`src/rtl/median3x3_core.sv`:
```
// 3x3 median filter core: three-stage sorting-network pipeline with border
// pass-through and adaptive salt-and-pepper replacement of the centre pixel.
module median3x3_core #(
    parameter int WIDTH       = 512,
    parameter int HEIGHT      = 512,
    parameter int BORDER_PASS = 1,
    parameter int ADAPTIVE    = 1
) (
    input  logic       clk,
    input  logic       rst,
    input  logic       win_valid,
    output logic       win_ready,
    input  logic       win_last,
    input  logic [9:0] Row_i,
    input  logic [9:0] Col_i,
    input  logic [7:0] D0,
    input  logic [7:0] D1,
    input  logic [7:0] D2,
    input  logic [7:0] D3,
    input  logic [7:0] D4,
    input  logic [7:0] D5,
    input  logic [7:0] D6,
    input  logic [7:0] D7,
    input  logic [7:0] D8,
    output logic       pix_valid,
    input  logic       out_ready,
    output logic [7:0] pix_out,
    output logic [9:0] Row_o,
    output logic [9:0] Col_o,
    output logic       pix_last,
    output logic       done
);

    function automatic logic [7:0] max2(input logic [7:0] a, input logic [7:0] b);
        return (a > b) ? a : b;
    endfunction

    function automatic logic [7:0] min2(input logic [7:0] a, input logic [7:0] b);
        return (a < b) ? a : b;
    endfunction

    function automatic logic [7:0] med3(input logic [7:0] a, input logic [7:0] b,
                                        input logic [7:0] c);
        return max2(min2(a, b), min2(max2(a, b), c));
    endfunction

    // Three compare-exchanges; result packed as {max, mid, min}.
    function automatic logic [23:0] sort3(input logic [7:0] a, input logic [7:0] b,
                                          input logic [7:0] c);
        logic [7:0] x, y, z, t;
        x = a;
        y = b;
        z = c;
        if (x < y) begin t = x; x = y; y = t; end
        if (y < z) begin t = y; y = z; z = t; end
        if (x < y) begin t = x; x = y; y = t; end
        return {x, y, z};
    endfunction

    // Valid/ready: a beat transfers on win_valid && win_ready, an output pixel on
    // pix_valid && out_ready. The whole pipeline advances only while out_ready is
    // high, so win_ready mirrors out_ready and a stalled pix_valid holds its data.
    logic en;
    logic accept;
    logic done_set;
    logic done_r;

    assign en        = out_ready;
    assign win_ready = out_ready;
    assign accept    = win_valid && win_ready;
    assign done_set  = pix_valid && pix_last && out_ready;
    assign done      = done_r || done_set;

    logic [23:0] r0_c, r1_c, r2_c;
    logic        border_c;

    assign r0_c     = sort3(D0, D1, D2);
    assign r1_c     = sort3(D3, D4, D5);
    assign r2_c     = sort3(D6, D7, D8);
    assign border_c = (Row_i == 10'd0) || (Row_i == 10'(HEIGHT - 1)) ||
                      (Col_i == 10'd0) || (Col_i == 10'(WIDTH - 1));

    logic        s1_valid, s1_last, s1_border;
    logic [23:0] s1_r0, s1_r1, s1_r2;
    logic [7:0]  s1_d4;
    logic [9:0]  s1_row, s1_col;

    logic [7:0] lo_c, mi_c, hi_c;

    assign lo_c = max2(max2(s1_r0[7:0], s1_r1[7:0]), s1_r2[7:0]);
    assign mi_c = med3(s1_r0[15:8], s1_r1[15:8], s1_r2[15:8]);
    assign hi_c = min2(min2(s1_r0[23:16], s1_r1[23:16]), s1_r2[23:16]);

    logic       s2_valid, s2_last, s2_border;
    logic [7:0] s2_lo, s2_mi, s2_hi, s2_d4;
    logic [9:0] s2_row, s2_col;

    logic [7:0] med_c;
    logic [7:0] sel_c;

    assign med_c = med3(s2_lo, s2_mi, s2_hi);

    always_comb begin
        sel_c = med_c;
        if ((BORDER_PASS != 0) && s2_border) begin
            sel_c = s2_d4;
        end else if ((ADAPTIVE != 0) && (s2_d4 != 8'd0) && (s2_d4 != 8'd255)) begin
            sel_c = s2_d4;
        end
    end

    // Data registers load only with a valid beat so bubbles leave tags untouched.
    always_ff @(posedge clk) begin
        if (rst) begin
            s1_valid  <= 1'b0;
            s1_last   <= 1'b0;
            s1_border <= 1'b0;
            s1_r0     <= '0;
            s1_r1     <= '0;
            s1_r2     <= '0;
            s1_d4     <= '0;
            s1_row    <= '0;
            s1_col    <= '0;
            s2_valid  <= 1'b0;
            s2_last   <= 1'b0;
            s2_border <= 1'b0;
            s2_lo     <= '0;
            s2_mi     <= '0;
            s2_hi     <= '0;
            s2_d4     <= '0;
            s2_row    <= '0;
            s2_col    <= '0;
            pix_valid <= 1'b0;
            pix_out   <= '0;
            Row_o     <= '0;
            Col_o     <= '0;
            pix_last  <= 1'b0;
            done_r    <= 1'b0;
        end else begin
            done_r <= done_set || (done_r && !accept);
            if (en) begin
                s1_valid <= win_valid;
                if (win_valid) begin
                    s1_r0     <= r0_c;
                    s1_r1     <= r1_c;
                    s1_r2     <= r2_c;
                    s1_d4     <= D4;
                    s1_row    <= Row_i;
                    s1_col    <= Col_i;
                    s1_last   <= win_last;
                    s1_border <= border_c;
                end
                s2_valid <= s1_valid;
                if (s1_valid) begin
                    s2_lo     <= lo_c;
                    s2_mi     <= mi_c;
                    s2_hi     <= hi_c;
                    s2_d4     <= s1_d4;
                    s2_row    <= s1_row;
                    s2_col    <= s1_col;
                    s2_last   <= s1_last;
                    s2_border <= s1_border;
                end
                pix_valid <= s2_valid;
                if (s2_valid) begin
                    pix_out  <= sel_c;
                    Row_o    <= s2_row;
                    Col_o    <= s2_col;
                    pix_last <= s2_last;
                end
            end
        end
    end

endmodule

```
`config.mk`:
```
export PLATFORM = sky130hd
export DESIGN_NAME = median3x3_core
export DESIGN_NICKNAME = d
export VERILOG_FILES = /design/src/rtl/median3x3_core.sv
export SDC_FILE = /design/constraint.sdc
export NUM_CORES = 1
export LEC_CHECK = 0
export ABC_AREA = 1
export BUFFER_PORTS_ARGS = -buffer_cell sky130_fd_sc_hd__buf_2
export CAP_MARGIN = 10
export CORE_UTILIZATION = 34
export DETAILED_ROUTE_END_ITERATION = 7
export PLACE_DENSITY_LB_ADDON = 0.08
export SLEW_MARGIN = 20
export SYNTH_ARGS = -nofsm -noshare
export SYNTH_HDL_FRONTEND = slang
export SYNTH_SLANG_ARGS = --single-unit
```
`constraint.sdc`:
```
create_clock -name clk -period 5.45 [get_ports clk]
set_input_delay 0.545 -clock clk [delete_from_list [all_inputs] [get_ports clk]]
set_output_delay 0.545 -clock clk [all_outputs]
set_load 0.01 [all_outputs]
```
==> run_results.csv <==
group,metric,value,unit
place,placed_area,13900,µm²
timing,hold-worst-slack,0.372,ns
clock_tree,cts_root_buf,"clkbuf_16",
timing,tns,0,ns
floorplan,die_h,196,µm
timing,tightest_slew,0.970,ns
floorplan,io_pins,129,
timing,fmax,212,MHz
outcome,status,"completed",
setup_path,cp.arrival,5.09,ns
timing,relSlewSlack,0.353,
final_layout,drive_gt1_frac,0.110,
routing,first_pass_iters,4,
pwr,power,6.49,mW
setup_path,cp-start-kind,"input pin",
timing,finalHoldViolations,0,
clock_tree,numCtsBuffers,17,
clock_tree,htree_levels,4,
routing,dr_wl_met2,17100,µm
clock_tree,clock_latency,0.45,ns
global_routing,globalRouteOverflowTotal,0,
final_layout,insertedDiodeCount,0,
floorplan,dieWidth,196,µm
pwr,leakagePower,6.64,nW
pwr,power.density,447,nW/µm²
clock_tree,cts_tree,"built",
final_layout,area_growth_syn_to_layout,12.9,%
setup_path,crit_top_cell,"nand2_1",
setup_path,crit_slowest_cell,"a21oi_1",
timing,drv_slew,0,
job,maxCapViolations,0,
yosys,syn_area_per_cell,6.55,µm²
routing,route.detailed.drc,0,
yosys,yosys_warnings,0,
clock_tree,clk_pin_slew_worst_paths,0.08,ns
final_layout,fillers,4063,
yosys,seq_area_frac_synth,0.294,
global_routing,grt_usage,0.195,
timing,fin_crit_sh,0.866,
final_layout,multi_input_area,7870,µm²
yosys,synth.net_count,2200,
final_layout,regArea,3780,µm²
setup_path,cpPeakStageDelay,0.49,ns
final_layout,utilization,0.394,
place,dp_slack,0.323,ns
yosys,ys_types,33,
yosys,synth.cell_area,12900,µm²
min_path,worstHoldPathType,"input pin to flip-flop",
place,port-buffer-count,128,
yosys,netlist_instances,1964,
setup_path,cp.required,5.82,ns
yosys,synth_edf_count,0,
routing,vias,12500,
clock_tree,cts_setup_buffers,0,
timing,final.min_clock_period,4.72,ns
yosys,ys_ff_latch,189,
setup_path,path_delay_family,"compound AO/OA/AOI/OAI gates",
clock_tree,clockBufferDepth,2,
timing,rsz0062_at_grt,"false",
routing,drt-met1-wl,17900,µm
final_layout,stdcell_area,14500,µm²
clock_tree,holdBufCountCts,0,
routing,wire_per_inst,14.3,µm
routing,ant_nets,0,
clock_tree,cts.sinks,189,
place,globalplace.congestion,0.855,
floorplan,core.rowCount,70,
global_routing,antenna_found_initial,0,
routing,routed_wirelength,36600,µm
global_routing,grt_pass1_wl,60000,µm
final_layout,stdcell_count,2559,
setup_path,path_class,"input pin to flip-flop",
yosys,synth_ff_type,"dfxtp_1",
floorplan,core_area,36900,µm²
routing,highest_layer,"met4",
setup_path,cp_max_fo,31,
floorplan,start_util,0.349,
routing,drt_iter0_markers,563,
final_layout,nets,2278,
setup_path,critical_path_buf_inv_count,5,
global_routing,grt_pass1_vias,11600,
global_routing,grt_max_degree,90,
timing,setup_violations,0,
setup_path,end_kind,"flip-flop",
floorplan,die-area,38600,µm²
routing,wl_met3,1040,µm
place,dp.cells,2527,
timing,fin_ws,0.731,ns
timing,skew,0.0128,ns
yosys,synthArstFlopShare,0,
routing,vias_per_cell,4.87,
pwr,peakVddDrop,0.255,mV
place,dp_hpwl,28200,µm
==> placed cells by master (no fill, tap or decap), types with 4 or more instances in the layout <==
cell type / instances
a211oi_1: 8
a21oi_1: 219
and2_1: 17
buf_2: 127
buf_4: 26
clkbuf_16: 17
clkinv_8: 4
dfxtp_1: 189
ha_1: 139
inv_1: 212
inv_2: 4
inv_6: 5
nand2_1: 424
nand2_2: 17
nand2_4: 8
nand3_1: 161
nand4_1: 7
nor2_1: 208
nor4_1: 7
o211ai_1: 29
o21a_1: 4
o21ai_0: 187
o21ai_1: 10
==> worst reg2reg max path, cell delays in order, from the launching register on <==
cell and delay, ns:
dfxtp_1 0.39, inv_1 0.06, ha_1 0.27, nand2_1 0.08, nor2_1 0.14, nand3_1 0.08, o21ai_1 0.40, o21ai_0 0.20
ha_1 0.35, a21oi_1 0.16, nor2_1 0.06, a211oi_1 0.38, buf_4 0.24, nand3_1 0.10, and2_1 0.17, ha_1 0.29
inv_1 0.04, nor2_1 0.07, nor2_1 0.04, o21ai_0 0.16, nand3_1 0.09, o211ai_1 0.10, o31ai_1 0.12, buf_4 0.18
inv_1 0.09, a21oi_1 0.07, nand2_1 0.11, a21oi_1 0.06
==> cell type report <==
cell class	instances	share of cell area
sequential	189	0.260
clock inverter	15	0.0114
clock buffer	17	0.0293
inverter	219	0.0568
tap	504	0.0434
multi-input combinational	1462	0.541
timing repair buffer	153	0.0572
==> synthesized netlist by cell type, types with 11 or more instances <==
| library cell | instances | share of area |
|---|---|---|
| a21oi_1 | 219 | 0.085 |
| and2_1 | 17 | 0.0083 |
| buf_2 | 16 | 0.0062 |
| clkbuf_1 | 71 | 0.021 |
| dfxtp_1 | 189 | 0.29 |
| ha_1 | 139 | 0.14 |
| inv_1 | 215 | 0.063 |
| nand2_1 | 426 | 0.12 |
| nand2_2 | 15 | 0.0073 |
| nand3_1 | 161 | 0.063 |
| nor2_1 | 208 | 0.061 |
| o211ai_1 | 29 | 0.017 |
| o21ai_0 | 187 | 0.073 |
| o21ai_1 | 11 | 0.0043 |
==> logic make-up (layout without fill, tap and decap cells) <==
kind of cell / Yosys count / in the layout / share of synthesized area
AOI/OAI and AO/OA: 469 / 469 / 0.196
adders and majority gates: 139 / 139 / 0.135
DFF: 189 / 189 / 0.294
buffers and inverters: 313 / 404 / 0.0950
and+or+nand+nor: 854 / 854 / 0.280
==> report_power, final <==
part	switching [mW]	internal (mW)	leakage (nW)	total, mW
clock network	0.639	0.617	0.290	1.26
registers	0.0918	1.49	1.54	1.58
logic	2.34	1.31	4.81	3.65
total	3.07	3.42	6.64	6.49
==> sequential cells by signal, summed over array words and instances, names as in the netlist <==
register and flops:
s1_r0 24, s1_r1 24, s1_r2 24, Col_o 10
Row_o 10, s1_col 10, s1_row 10, s2_col 10
s2_row 10, pix_out 8, s1_d4 8, s2_d4 8
s2_hi 8, s2_lo 8, s2_mi 8, done_r 1
pix_last 1, pix_valid 1, s1_border 1, s1_last 1
s1_valid 1, s2_border 1, s2_last 1, s2_valid 1
==> final timing paths <==
kind         cells after the start  slack [ns]       from          to
max                             26        0.73      D4[7]    s1_r1[8]
min                              3        0.37   win_last     s1_last
max reg2reg                     27        0.83   s2_mi[6]  pix_out[7]
min reg2reg                      2        0.46  s2_border   s2_border
==> metal layers <==
| metal | vias to the layer above | global-route usage |
|---|---|---|
| met4 | 0 | 0.0475 |
| met2 | 173 | 0.331 |
| met1 | 5604 | 0.258 |
| met3 | 23 | 0.0282 |
| met5 | - | 0 |
| li1 | 6658 | - |
==> what timing repair did <==
action                                  in CTS  in global routing
gates resized for setup                      0                  1
endpoints found under the hold margin        0                  0
endpoints found under the setup margin       0                  2
Power figures use the tool's default switching activity.
